**src/rtl/traffic_interval_timer_if.sv**
```systemverilog
// Start/expiry signal bundle between the traffic light controller (master) and its interval timer (slave).
// The hold input exists only when TIMER_HOLD_EN is defined.
interface traffic_interval_timer_if #(
    parameter int CNT_W = 8
);
    logic             ST;
`ifdef TIMER_HOLD_EN
    logic             hold;
`endif
    logic             TS;
    logic             TL;
    logic             busy;
    logic [CNT_W-1:0] tick_cnt;

`ifdef TIMER_HOLD_EN
    modport master (output ST, output hold, input TS, input TL, input busy, input tick_cnt);
    modport slave  (input ST, input hold, output TS, output TL, output busy, output tick_cnt);
`else
    modport master (output ST, input TS, input TL, input busy, input tick_cnt);
    modport slave  (input ST, output TS, output TL, output busy, output tick_cnt);
`endif
endinterface

```
**src/rtl/traffic_interval_timer.sv**
```systemverilog
// Interval timer for the traffic light controller: prescaler -> tick counter -> level TS/TL flags.
// Optional pause input enabled by defining TIMER_HOLD_EN.
module traffic_interval_timer #(
    parameter int PRESCALE    = 10,
    parameter int SHORT_TICKS = 3,
    parameter int LONG_TICKS  = 8,
    parameter int CNT_W       = 8
) (
    input  logic                     clk,
    input  logic                     rst,
    traffic_interval_timer_if.slave  tif
);
    localparam int PRE_W = (PRESCALE > 1) ? $clog2(PRESCALE) : 1;

    generate
        if (PRESCALE < 1 || SHORT_TICKS < 1 || LONG_TICKS <= SHORT_TICKS ||
            LONG_TICKS >= (1 << CNT_W)) begin : g_paramCheck
            $fatal(1, "traffic_interval_timer: illegal PRESCALE/SHORT_TICKS/LONG_TICKS/CNT_W combination");
        end
    endgenerate

    typedef enum logic [1:0] {
        IDLE = 2'd0,
        RUN  = 2'd1,
        DONE = 2'd2
    } state_t;

    state_t           r_state;
    logic [PRE_W-1:0] r_pre;
    logic [CNT_W-1:0] r_cnt;
    logic             r_ts;
    logic             r_tl;
    logic             r_busy;

    state_t           w_stateNext;
    logic [PRE_W-1:0] w_preNext;
    logic [CNT_W-1:0] w_cntNext;
    logic             w_tsNext;
    logic             w_tlNext;
    logic             w_busyNext;
    logic             w_hold;

`ifdef TIMER_HOLD_EN
    assign w_hold = tif.hold;
`else
    assign w_hold = 1'b0;
`endif

    always_ff @(posedge clk or negedge rst) begin
        if (!rst) begin
            r_state <= IDLE;
            r_pre   <= '0;
            r_cnt   <= '0;
            r_ts    <= 1'b0;
            r_tl    <= 1'b0;
            r_busy  <= 1'b0;
        end else begin
            r_state <= w_stateNext;
            r_pre   <= w_preNext;
            r_cnt   <= w_cntNext;
            r_ts    <= w_tsNext;
            r_tl    <= w_tlNext;
            r_busy  <= w_busyNext;
        end
    end

    // Flags are derived from the next count so they land on the same edge as the tick.
    always_comb begin
        w_stateNext = r_state;
        w_preNext   = r_pre;
        w_cntNext   = r_cnt;
        w_tsNext    = r_ts;
        w_tlNext    = r_tl;
        w_busyNext  = r_busy;

        if (tif.ST) begin
            w_stateNext = RUN;
            w_preNext   = '0;
            w_cntNext   = '0;
            w_tsNext    = 1'b0;
            w_tlNext    = 1'b0;
            w_busyNext  = 1'b1;
        end else if (r_state == RUN && !w_hold) begin
            if (r_pre == PRE_W'(PRESCALE - 1)) begin
                w_preNext = '0;
                w_cntNext = r_cnt + 1'b1;
            end else begin
                w_preNext = r_pre + 1'b1;
            end
            w_tsNext = (w_cntNext >= CNT_W'(SHORT_TICKS));
            w_tlNext = (w_cntNext >= CNT_W'(LONG_TICKS));
            if (w_cntNext == CNT_W'(LONG_TICKS)) begin
                w_stateNext = DONE;
                w_busyNext  = 1'b0;
                w_preNext   = '0;
            end
        end
    end

    assign tif.TS       = r_ts;
    assign tif.TL       = r_tl;
    assign tif.busy     = r_busy;
    assign tif.tick_cnt = r_cnt;

endmodule

```
**src/flat_wrapper.sv**
```systemverilog
// flat-port wrapper written by rule: the top's interface ports become plain ports
module traffic_interval_timer_flat 
#(
    parameter int PRESCALE    = 10,
    parameter int SHORT_TICKS = 3,
    parameter int LONG_TICKS  = 8,
    parameter int CNT_W       = 8
)
  (clk, rst, tif_ST, tif_TS, tif_TL, tif_busy, tif_tick_cnt);
  traffic_interval_timer_if #(.CNT_W(CNT_W)) tif_i ();
  input  logic clk;
  input  logic rst;
  input wire logic [$bits(tif_i.ST)-1:0] tif_ST;
  output wire logic [$bits(tif_i.TS)-1:0] tif_TS;
  output wire logic [$bits(tif_i.TL)-1:0] tif_TL;
  output wire logic [$bits(tif_i.busy)-1:0] tif_busy;
  output wire logic [$bits(tif_i.tick_cnt)-1:0] tif_tick_cnt;
  assign tif_i.ST = tif_ST;
  assign tif_TS = tif_i.TS;
  assign tif_TL = tif_i.TL;
  assign tif_busy = tif_i.busy;
  assign tif_tick_cnt = tif_i.tick_cnt;
  traffic_interval_timer #(.PRESCALE(PRESCALE), .SHORT_TICKS(SHORT_TICKS), .LONG_TICKS(LONG_TICKS), .CNT_W(CNT_W)) u_core (.clk(clk), .rst(rst), .tif(tif_i));
endmodule
```
**config.mk**
```make
export PLATFORM = sky130hd
export DESIGN_NAME = traffic_interval_timer_flat
export DESIGN_NICKNAME = d
export VERILOG_FILES = /design/src/rtl/traffic_interval_timer_if.sv /design/src/rtl/traffic_interval_timer.sv /design/src/flat_wrapper.sv
export SDC_FILE = /design/constraint.sdc
export NUM_CORES = 1
export LEC_CHECK = 0
export ABC_CLOCK_PERIOD_IN_PS = 3200
export CAP_MARGIN = 0
export CORE_UTILIZATION = 57
export DETAILED_ROUTE_END_ITERATION = 12
export PLACE_DENSITY = 0.83
export SLEW_MARGIN = 20
export SYNTH_ARGS = -nofsm -noshare
export SYNTH_HDL_FRONTEND = slang
export SYNTH_SLANG_ARGS = --single-unit
```
**constraint.sdc**
```tcl
create_clock -name clk -period 3.2 [get_ports clk]
set_input_delay 0.32 -clock clk [delete_from_list [all_inputs] [get_ports clk]]
set_output_delay 0.32 -clock clk [all_outputs]
set_load 0.005 [all_outputs]
```
* After elaboration in Yosys (flattened, before gate mapping)
Cells that the tools add are included.
** Word-level totals
- Register bits :: 17
- Bits of input ports :: 3
- Logic and storage cells :: 35
** Operators by class
- Add/sub/neg operators :: 2
- Order comparisons :: 2
- Eq/ne operators :: 3
- Mux-type cells :: 19
- Reductions and logical operators :: 3
** Operators with widths (number)
- 2-to-1 mux 8 bit :: 5
- 2-to-1 mux 4 bit :: 4
- adder 8 x 1 -> 8 bit, second input constant :: 1
- == test 8 x 4 -> 1 bit, second input constant :: 1
- >= comparator 8 x 2 -> 1 bit, second input constant :: 1
- >= comparator 8 x 4 -> 1 bit, second input constant :: 1
- 2-to-1 mux 1 bit :: 7
- 2-to-1 mux 2 bit :: 3
- adder 4 x 1 -> 4 bit, second input constant :: 1
- == test 4 bit, second input constant :: 1
- nonzero test 2 bit :: 2
- == test 2 x 1 -> 1 bit, second input constant :: 1
- AND reduction 2 bit :: 1

* Depth between registers and ports, before layout
Gate-level depths: netlist of the first run.
- Depth after elaboration :: 8
- Gate-level depth with buffers :: 8
- Mapped depth without buffers :: 8

* Worst setup path after synthesis of the first run
Ideal clock, no wire load.
- Kind :: register to register
- Start point :: reg u_core.r_pre[0]
- End point :: reg u_core.r_pre[3]
- Arrival time :: 1885 ps
- Path slack :: 1194 ps
- Cell stages (with the launch flop) :: 8
- Path buffers :: 0
- Period minus slack after synthesis :: 2006 ps
- Cells stage by stage :: dfrtp_1 > ha_1 > and3b_4 > a311o_1 > a2111oi_4 > o21ai_2 > a31oi_1 > o21ai_1
** On the way
- Longest elaborated chain between the ends :: 8
** Ends and longest elaborated chain
- from (decl) :: line traffic_interval_timer.sv:29 : logic [PRE_W-1:0] r_pre;
- from (signal assigned) :: line traffic_interval_timer.sv:59 : r_pre <= w_preNext;
- == test 4 bit :: line traffic_interval_timer.sv:84 : if (r_pre == PRE_W'(PRESCALE - 1)) begin
- 2-to-1 mux 8 bit :: line traffic_interval_timer.sv:84
- 2-to-1 mux 8 bit :: line traffic_interval_timer.sv:83 : end else if (r_state == RUN && !w_hold) begin
- 2-to-1 mux 8 bit :: line traffic_interval_timer.sv:76 : if (tif.ST) begin
- == test 8 x 4 -> 1 bit :: line traffic_interval_timer.sv:92 : if (w_cntNext == CNT_W'(LONG_TICKS)) begin
- 2-to-1 mux 4 bit (*) :: line traffic_interval_timer.sv:92
- 2-to-1 mux 4 bit (*) :: line traffic_interval_timer.sv:83
- 2-to-1 mux 4 bit (*) :: line traffic_interval_timer.sv:76
Every way passes the cells marked *; elsewhere a longest branch is shown, timed or not. The select of a mux whose other input is x is not followed.
A chain may end at the register's enable or synchronous reset.

* Worst setup path in the final report of the first run
- Start point :: reg u_core.r_cnt[0] (netlist: u_core.tif.tick_cnt[0])
- End point :: reg u_core.r_pre[1]
** On the way
- Longest elaborated chain between the ends :: 8
** Ends and longest elaborated chain
- from (decl) :: line traffic_interval_timer.sv:30 : logic [CNT_W-1:0] r_cnt;
- from (signal assigned) :: line traffic_interval_timer.sv:60 : r_cnt <= w_cntNext;
- adder 8 x 1 -> 8 bit :: line traffic_interval_timer.sv:86 : w_cntNext = r_cnt + 1'b1;
- 2-to-1 mux 8 bit (*) :: line traffic_interval_timer.sv:84
- 2-to-1 mux 8 bit (*) :: line traffic_interval_timer.sv:83
- 2-to-1 mux 8 bit (*) :: line traffic_interval_timer.sv:76
- == test 8 x 4 -> 1 bit (*) :: line traffic_interval_timer.sv:92
- 2-to-1 mux 4 bit (*) :: line traffic_interval_timer.sv:92
- 2-to-1 mux 4 bit (*) :: line traffic_interval_timer.sv:83
- 2-to-1 mux 4 bit (*) :: line traffic_interval_timer.sv:76
Marks and branches as above.

==> results of run 1 <==
==> worst max path at each step <==
| stage | from | end | slack [ns] |
|---|---|---|---|
| 2_1_floorplan | u_core.r_pre[0]$_DFFE_PN0P_ | u_core.r_pre[3]$_DFFE_PN0P_ | 1.19 |
| 3_3_place_gp | u_core.r_pre[0]$_DFFE_PN0P_ | u_core.r_pre[3]$_DFFE_PN0P_ | 1.06 |
| 3_5_place_dp | u_core.r_pre[0]$_DFFE_PN0P_ | u_core.r_pre[3]$_DFFE_PN0P_ | 1.04 |
| 4_1_cts | u_core.r_pre[0]$_DFFE_PN0P_ | u_core.r_pre[3]$_DFFE_PN0P_ | 1.03 |
| 5_1_grt | u_core.tif.tick_cnt[0]$_DFFE_PN0P_ | u_core.r_pre[1]$_DFFE_PN0P_ | 0.81 |
| 6_report | u_core.tif.tick_cnt[0]$_DFFE_PN0P_ | u_core.r_pre[1]$_DFFE_PN0P_ | 1.02 |
==> per-stage QoR <==
| step | utilization (%) | hold slack (ns) |
|---|---|---|
| after floorplan | - | 0.02441 |
| after global placement | 72.63 | 0.5102 |
| after detailed placement | 72.63 | 0.5328 |
| after CTS | 74.96 | 0.4653 |
| after global routing | 74.96 | 0.5082 |
| final | 74.96 | 0.4378 |
==> sequential cells by signal, summed over array words and instances (netlist names) <==
signal / cells
u_core.r_pre: 4
u_core.r_state: 2
u_core.tif.TL: 1
u_core.tif.TS: 1
u_core.tif.tick_cnt: 8
==> cell families (layout without fill, tap and decap cells) <==
kind of cell / count (synthesis) / in the layout / synth area share [%]
buffers and inverters: 8 / 23 / 3.156
and+or+nand+nor: 52 / 52 / 28.54
DFF: 16 / 16 / 40.40
AOI/OAI and AO/OA: 24 / 24 / 17.93
adders and majority gates: 3 / 3 / 3.788
xor gates and xnor gates: 7 / 7 / 6.187
==> metal layers <==
metal | part of all wire (%) | up-vias | track usage, %
met2 | 45 | 28 | 36.72
met1 | 47 | 405 | 33.24
met4 | 0.92 | 0 | 7.500
met5 | 0 | - | 0
met3 | 6.9 | 2 | 6.250
li1 | - | 425 | -
==> worst reg2reg max path, delay by kind of cell, from the launching register on <==
kind	cells	cell delay, ns
fa+ha+maj	1	0.25
flops	1	0.52
compound gates	3	0.69
simple gates	3	0.63
==> power groups by stage <==
| stage | sequential [uW] | clock [uW] | combinational, uW |
|---|---|---|---|
| 2_1_floorplan | 213 | 0 | 12.2 |
| 3_3_place_gp | 213 | 0 | 20.8 |
| 3_5_place_dp | 213 | 0 | 21.3 |
| 4_1_cts | 209 | 136 | 21.3 |
| 5_1_grt | 210 | 144 | 24.5 |
| 6_report | 210 | 133 | 21.0 |
==> layout make-up <==
type	count	area, um^2	area share, %
multi-input cells	86	559.3	47.86
repair buffers	13	130.1	11.13
well taps	16	20.02	1.713
clock buffers	4	36.28	3.105
inverters	6	22.52	1.927
flip-flops and latches	16	400.4	34.26
==> cell usage after synthesis, types with 3 or more instances <==
cell type and n:
a21oi_1 3, and3_1 3, dfrtp_1 16, ha_1 3, inv_1 6, nand2_1 7, nand3_1 9, nor2_1 13
nor3_1 6, o21ai_0 4, o21ai_1 3, xnor2_1 5
==> impl_metrics.yaml, run 1 <==
drt:
  vias_per_cell: 6.099
  drc: 2
  vias: 860
  routedWlPerCell_um: 13.88
  wl_mm: 1.957
  drtIter0Drc: 28
  ant_nets: 0
  dr.pass1.iters: 8
sta:
  post-route-period-util_pct: 68.13
  layout_setup_ws_ns: 1.020
  rsz0062_at_grt: "no"
  finalSetupViolCount: 0
  worstMarginPinSlew_ns: 0.6993
  period_minus_slack_ns: 2.180
  max_freq_mhz: 458.7
  fin_setup_tns_ns: 0
  slew_violations: 0
  finalClockSkew_ns: 0.009988
  hold_viol: 0
  relSlewSlack_pct: 53.23
finish:
  layout_common_cells: "16 x dfrtp_1, 13 x nor2_1, 13 x clkdlybuf4s50_1"
  final_cells: 141
  area_growth_pct: 17.93
  final_cell_area_um2: 1169
  drive_gt1_share_pct: 8.000
  mostFrequentLayoutCell: "dfrtp_1"
  layout.nets: 132
  n_antenna_cell: 0
  fillers: 114
worst_setup_path:
  critPathRequiredTime_ns: 3.40
  path_delay_family: "compound AO/OA/AOI/OAI gates"
  critPathKind: "reg -> reg"
  slowest_delay_ns: 0.52
  critPathArrivalTime_ns: 2.38
  crit_path_start_kind: "flip-flop"
  reg2reg_from: "u_core.tif.tick_cnt[0]$_DFFE_PN0P_"
  endpoint_kind: "flip-flop"
  r2r_slack_ns: 1.02
  path_cells: "ha_1 -> nand4b_2 -> and3b_1 -> o32a_1 -> o21ai_2 -> nand2_1 -> o31ai_1"
  cp_num_buf_inv: 0
  cp_max_fo: 10
  r2r_cells: 7
  cp_slowest_cell: "dfrtp_1"
  cp.depth: 7
  r2r_end: "u_core.r_pre[1]$_DFFE_PN0P_"
synthesis:
  synth_area_leaders: "dfrtp_1 40%, nor2_1 4.9%, nand3_1 4.5%"
  synth_cell_types: 37
  ys.flop_type: "dfrtp_1"
  synth_fp_nets: 116
  syn_area_um2: 991.0
  ys_seq_area_share_pct: 40.40
  synth_area_per_cell_um2: 9.009
  synth_edf_count: 0
  synthCells: 110
  ys_warn_count: 0
  synth_top_cell_by_area: "dfrtp_1"
  synth-seq-cells: 16
  synth_top_area_share_pct: 40.40
  async_flop_share_pct: 100.0
floorplan:
  core_um2: 1559
  io_pins: 14
  rows: 14
  start_util_pct: 63.56
  die_w_um: 43.70
  dieArea_um2: 1909
  dieHeight_um: 43.70
power:
  p_sw_share_pct: 21.97
  power.density_nw_per_um2: 310.9
  power.internal_uw: 283.5
  p_leak_uw: 0.0005041
  power_switching_uw: 79.85
  p_total_uw: 363.4
  peakVddDrop_v: 0.0002265
  seqPwrFrac_pct: 57.7
  clockPowerShare_pct: 36.5
  comb_power_share_pct: 5.8
global_routing:
  grt_pass1_wl_mm: 3.346
  overflow: 0
  grt_use_total_pct: 23.95
  antenna_found_initial: 0
  grt_pass1_vias: 750
  grt_max_degree: 17
place:
  dp_cells: 137
  placed_area_um2: 1132
  portBuffers: 13
  place_congestion: 0.8554
  dpl.hpwl_mm: 1.445
  dp_slack_ns: 1.044
cts:
  ctsResizeCount: 0
  post_cts_buffers: 0
  cts_tree: "built"
  cts-root-buf: "clkbuf_4"
  hold_buffers: 0
  clock_latency_ns: 0.29
  clockBufferDepth: 2
  htreeDepth: 1
  numCtsBuffers: 3
  path_clk_slew_ns: 0.10
  clock_sinks: 16
job:
  cap_viol_max_count: 0
status:
  status: "finished with violations"
  failed_checks: "DRC"
worst_hold_path:
  worstHoldPathType: "in -> async"
No activity file was read; power rests on OpenSTA's default activity.
==> run 2: changes to the inputs <==
--- a/config.mk
+++ b/config.mk
@@ -5,11 +5,11 @@
 export SDC_FILE = /design/constraint.sdc
 export NUM_CORES = 1
 export LEC_CHECK = 0
-export ABC_CLOCK_PERIOD_IN_PS = 3200
+export ABC_CLOCK_PERIOD_IN_PS = 1800
 export CAP_MARGIN = 0
-export CORE_UTILIZATION = 57
+export CORE_UTILIZATION = 47
 export DETAILED_ROUTE_END_ITERATION = 12
-export PLACE_DENSITY = 0.83
+export PLACE_DENSITY = 0.73
 export SLEW_MARGIN = 20
 export SYNTH_ARGS = -nofsm -noshare
 export SYNTH_HDL_FRONTEND = slang
==> constraint.sdc (replaced) <==
create_clock -name clk -period 1.8 [get_ports clk]
set_input_delay 0.18 -clock clk [delete_from_list [all_inputs] [get_ports clk]]
set_output_delay 0.18 -clock clk [all_outputs]
set_load 0.005 [all_outputs]
==> run 2 against run 1 <==
The run ends with setup timing left. Critical path type unchanged. Maximum frequency grew 8.2%. Setup slack worse by 1.2 ns. Sequential cell count stayed put. First-iteration DRC count is 32% lower.
==> impl_metrics.yaml, run 2 (synthesized netlist as in run 1, its figures left out) <==
place:
  placed_area_um2: 1314
  place_congestion: 0.8791
  dp_cells: 170
  portBuffers: 13
  dpl.hpwl_mm: 1.852
power:
  p_leak_uw: 0.0006298
  p_total_uw: 626.1
  power.density_nw_per_um2: 448.0
  peakVddDrop_v: 0.0005528
status:
  status: "finished with violations"
  failed_checks: "setup timing"
worst_setup_path:
  path_cells: "and4_2 -> a311o_1 -> a2111oi_4 -> o21ai_1 -> nor2_1 -> nor3_2"
  crit_path_start_kind: "flip-flop"
  critPathRequiredTime_ns: 1.97
  slowest_delay_ns: 0.43
  cp_max_fo: 5
  critPathArrivalTime_ns: 2.18
  endpoint_kind: "flip-flop"
  critPathKind: "reg -> reg"
  cp_slowest_cell: "dfrtp_1"
job:
  cap_viol_max_count: 0
finish:
  largest_register_ffs: 8
  n_antenna_cell: 0
  final_util_pct: 71.24
  mostFrequentLayoutCell: "buf_4"
  final_cell_area_um2: 1398
  final_cells: 175
  layout.nets: 156
  layout_common_cells: "24 x buf_4, 16 x dfrtp_1, 13 x nor2_1, 13 x clkdlybuf4s50_1, 8 x nand3_1"
  area_growth_pct: 41.04
  drive_gt1_share_pct: 28.38
cts:
  cts-root-buf: "clkbuf_4"
  numCtsBuffers: 3
  path_clk_slew_ns: 0.10
  cts_tree: "built"
  clock_sinks: 16
  htreeDepth: 1
  hold_buffers: 0
  clockBufferDepth: 2
  clock_latency_ns: 0.28
sta:
  relSlewSlack_pct: 66.04
  layout_setup_ws_ns: -0.2140
  max_freq_mhz: 496.5
  finalSetupViolCount: 8
  rsz0062_at_grt: "yes"
  finalClockSkew_ns: 0.005700
  hold_viol: 0
  worstMarginPinSlew_ns: 0.5075
  slew_violations: 0
  post-route-period-util_pct: 111.9
  period_minus_slack_ns: 2.014
global_routing:
  grt_pass1_wl_mm: 3.629
  grt_use_total_pct: 23.33
  busiest_layer: "met2"
  antenna_found_initial: 0
  gr-usage-met2_pct: 36.49
  grt_max_degree: 17
  overflow: 0
  met3_usage_pct: 5.660
  grt_pass1_vias: 815
  grt_util_met1_pct: 30.80
drt:
  ant_nets: 0
  vias: 951
  dr.pass1.iters: 4
  vias_per_cell: 5.434
  drtIter0Drc: 19
  wl_mm: 2.455
  routedWlPerCell_um: 14.03
  drc: 0
floorplan:
  start_util_pct: 50.51
  rows: 16
  io_pins: 14
  dieHeight_um: 47.92
  dieArea_um2: 2296
  core_um2: 1962
  die_w_um: 47.92
worst_hold_path:
  worstHoldPathType: "in -> async"
==> run 2: report_power, final <==
part	internal (uW)	total, uW	switching (uW)
Combinational	36.0	70.1	34.2
Sequential	365	369	4.15
Clock	77.5	187	109
==> run 2: metal layers <==
metal / up-vias / wire (um)
met2: 27 / 1196
li1: 474 / -
met5: - / 0
met3: 2 / 112
met1: 448 / 1125
met4: 0 / 21
==> run 2: final cells by class <==
type                            instances  area, um^2
Multi-Input combinational cell         86       608.1
Fill cell                             170       564.3
Clock buffer                            3       22.52
Tap cell                               27       33.78
Inverter                                6       22.52
Timing Repair Buffer                   37       310.3
Sequential cell                        16       400.4
==> run 2: per-stage QoR <==
stage          TNS (ns)  hold WS, ns  setup slack, ns
2_1_floorplan    -1.144      -0.1156          -0.1923
3_3_place_gp     -1.094       0.5163          -0.1641
3_5_place_dp     -1.778       0.5301          -0.2643
4_1_cts         -0.9535       0.2124          -0.1768
5_1_grt          -1.841       0.2383          -0.2858
6_report         -1.101       0.2096          -0.2140
==> run 2: worst paths after layout <==
path	cells after the start	startpoint	slack [ns]	endpoint
hold reg to reg	2	u_core.r_state[1]$_DFFE_PN0P_	0.55	u_core.r_state[0]$_DFFE_PN0P_
setup / recovery	6	u_core.tif.tick_cnt[1]$_DFFE_PN0P_	-0.21	u_core.tif.TL$_DFFE_PN0P_
setup reg to reg	6	u_core.tif.tick_cnt[1]$_DFFE_PN0P_	-0.21	u_core.tif.TL$_DFFE_PN0P_
hold / removal	2	rst	0.21	u_core.tif.tick_cnt[2]$_DFFE_PN0P_
min in group clk	2	u_core.r_state[1]$_DFFE_PN0P_	0.55	u_core.r_state[0]$_DFFE_PN0P_
max in group asynchronous	2	rst	1.40	u_core.tif.TL$_DFFE_PN0P_
==> run 2: what timing repair did <==
item	CTS	global route
setup buffers	2	0
setup endpoints to repair	8	9
pin swaps	5	5
gates resized for setup	1	9
==> run 2: critical path: cells and delay by family (launching register included) <==
family          cells  cell delay (ns)
compound gates      3             0.96
simple gates        3             0.50
flops               1             0.43
==> run 3: changes to the inputs <==
--- a/config.mk
+++ b/config.mk
@@ -6,10 +6,9 @@
 export NUM_CORES = 1
 export LEC_CHECK = 0
 export ABC_CLOCK_PERIOD_IN_PS = 1800
-export CAP_MARGIN = 0
 export CORE_UTILIZATION = 47
 export DETAILED_ROUTE_END_ITERATION = 12
-export PLACE_DENSITY = 0.73
+export PLACE_DENSITY = 0.84
 export SLEW_MARGIN = 20
 export SYNTH_ARGS = -nofsm -noshare
 export SYNTH_HDL_FRONTEND = slang
==> run 3 against run 2 <==
The run still ends with setup timing left. Count of clock-buffer cells in the layout grew 1. Critical path depth is the same. Non-clock buffer count grew 1. First-iteration DRC count grew 53%. Die area is the same. Combinational power is essentially flat. Largest cell class unchanged. Via count grew 5.9%. Setup slack lost 0.026 ns. Utilization grew 1.2 points.
==> impl_metrics.yaml, run 3 (synthesized netlist as in run 1, its figures left out) <==
floorplan:
  dieHeight_um: 47.92
  die_w_um: 47.92
  dieArea_um2: 2296
  start_util_pct: 50.51
  core_um2: 1962
  rows: 16
  io_pins: 14
worst_setup_path:
  path_cells: "or2_2 -> a311o_1 -> a2111oi_4 -> o21ai_4 -> a31oi_1 -> o21ai_1"
  crit_path_start_kind: "flip-flop"
  reg2reg_from: "u_core.tif.tick_cnt[7]$_DFFE_PN0P_"
  critPathArrivalTime_ns: 2.24
  cp_max_fo: 5
  cp_num_buf_inv: 0
  path_delay_family: "compound AO/OA/AOI/OAI gates"
  crit_start: "u_core.tif.tick_cnt[7]$_DFFE_PN0P_"
  critPathRequiredTime_ns: 2.00
  slowest_delay_ns: 0.47
  critPathKind: "reg -> reg"
  cp_slowest_cell: "a2111oi_4"
  endpoint_kind: "flip-flop"
  r2r_slack_ns: -0.24
drt:
  top_layer_used: "met4"
  wl_met2_mm: 1.278
  vias_per_cell: 5.689
  drtIter0Drc: 29
  dr.pass1.iters: 4
  drc: 0
  wl_mm: 2.505
  wl_met3_um: 121
  drt-met1-wl_mm: 1.031
  ant_nets: 0
  vias: 1007
  routedWlPerCell_um: 14.15
worst_hold_path:
  worstHoldPathType: "in -> async"
finish:
  layout.nets: 157
  final_cell_area_um2: 1421
  drive_gt1_share_pct: 28.67
  area_growth_pct: 43.43
  layout_common_cells: "24 x buf_4, 16 x dfrtp_1, 13 x clkdlybuf4s50_1"
  mostFrequentLayoutCell: "buf_4"
  largest_register_ffs: 8
  n_antenna_cell: 0
  final_cells: 177
place:
  dpl.hpwl_mm: 1.851
  dp_slack_ns: -0.2248
  portBuffers: 13
  placed_area_um2: 1321
  place_congestion: 0.9186
  dp_cells: 171
sta:
  layout_setup_ws_ns: -0.2405
  relSlewSlack_pct: 68.76
  finalSetupViolCount: 8
  slew_violations: 0
  finalClockSkew_ns: 0.01763
  hold_viol: 0
  post-route-period-util_pct: 113.4
  worstMarginPinSlew_ns: 0.4669
  fin_setup_tns_ns: -1.510
  period_minus_slack_ns: 2.040
  rsz0062_at_grt: "yes"
  finalHoldWorstSlack_ns: 0.1883
  max_freq_mhz: 490.1
cts:
  htreeDepth: 1
  clockBufferDepth: 2
  cts-root-buf: "clkbuf_4"
  numCtsBuffers: 3
  path_clk_slew_ns: 0.11
  clock_latency_ns: 0.29
  clock_sinks: 16
  cts_tree: "built"
  hold_buffers: 0
status:
  status: "finished with violations"
  failed_checks: "setup timing"
power:
  p_leak_uw: 0.0006472
  peakVddDrop_v: 0.0004271
  power.density_nw_per_um2: 480.5
global_routing:
  overflow: 0
  grt_pass1_vias: 910
  grt_pass1_wl_mm: 3.815
  grt_max_degree: 17
  grt_use_total_pct: 23.85
  antenna_found_initial: 0
job:
  cap_viol_max_count: 0
-- run 3: path summary, 6_finish.rpt --
path | to | cells after the start
max in group asynchronous | u_core.r_pre[1]$_DFFE_PN0P_ | 2
worst min register to register | u_core.tif.TL$_DFFE_PN0P_ | 2
worst max-delay path | u_core.r_pre[3]$_DFFE_PN0P_ | 6
worst max register to register | u_core.r_pre[3]$_DFFE_PN0P_ | 6
worst min-delay path | u_core.tif.tick_cnt[5]$_DFFE_PN0P_ | 2
min in group clk | u_core.tif.TL$_DFFE_PN0P_ | 2
-- run 3: worst register-to-register path, delay by kind of cell, from the launching register on --
family	cells	cell delay [ns]
compound gates	5	1.21
simple gates	1	0.33
flops	1	0.39
-- run 3: final cells by class --
class / instances / area, um^2
multi-input cells: 86 / 606.8
repair buffers: 38 / 321.6
flip-flops and latches: 16 / 400.4
inverters: 6 / 22.52
clock buffers: 4 / 36.28
well taps: 27 / 33.78
fillers: 146 / 540.5
-- run 3: where the power goes --
part           switching (uW)  internal [uW]
sequential               4.11            365
combinational            34.3           36.0
clock                     120            123
total                     159            524
-- run 3: repair_timing --
action | in CTS | in global routing
endpoints found under the setup margin | 8 | 10
buffers inserted | 0 | 2
gates resized for setup | 5 | 5
pin swaps | 8 | 5
-- run 3: through the flow --
step	power, uW	utilization (%)
2_1_floorplan	400.5	-
3_3_place_gp	431.8	67.35
3_5_place_dp	435.0	67.35
4_1_cts	677.3	70.60
5_1_grt	710.4	72.45
6_report	683.0	72.45
-- run 3: metal layers --
metal | track usage, % | vias to the layer above
li1 | - | 480
met1 | 29.86 | 474
met2 | 38.11 | 40
met3 | 3.774 | 13
met4 | 15.00 | 0
met5 | 0 | -
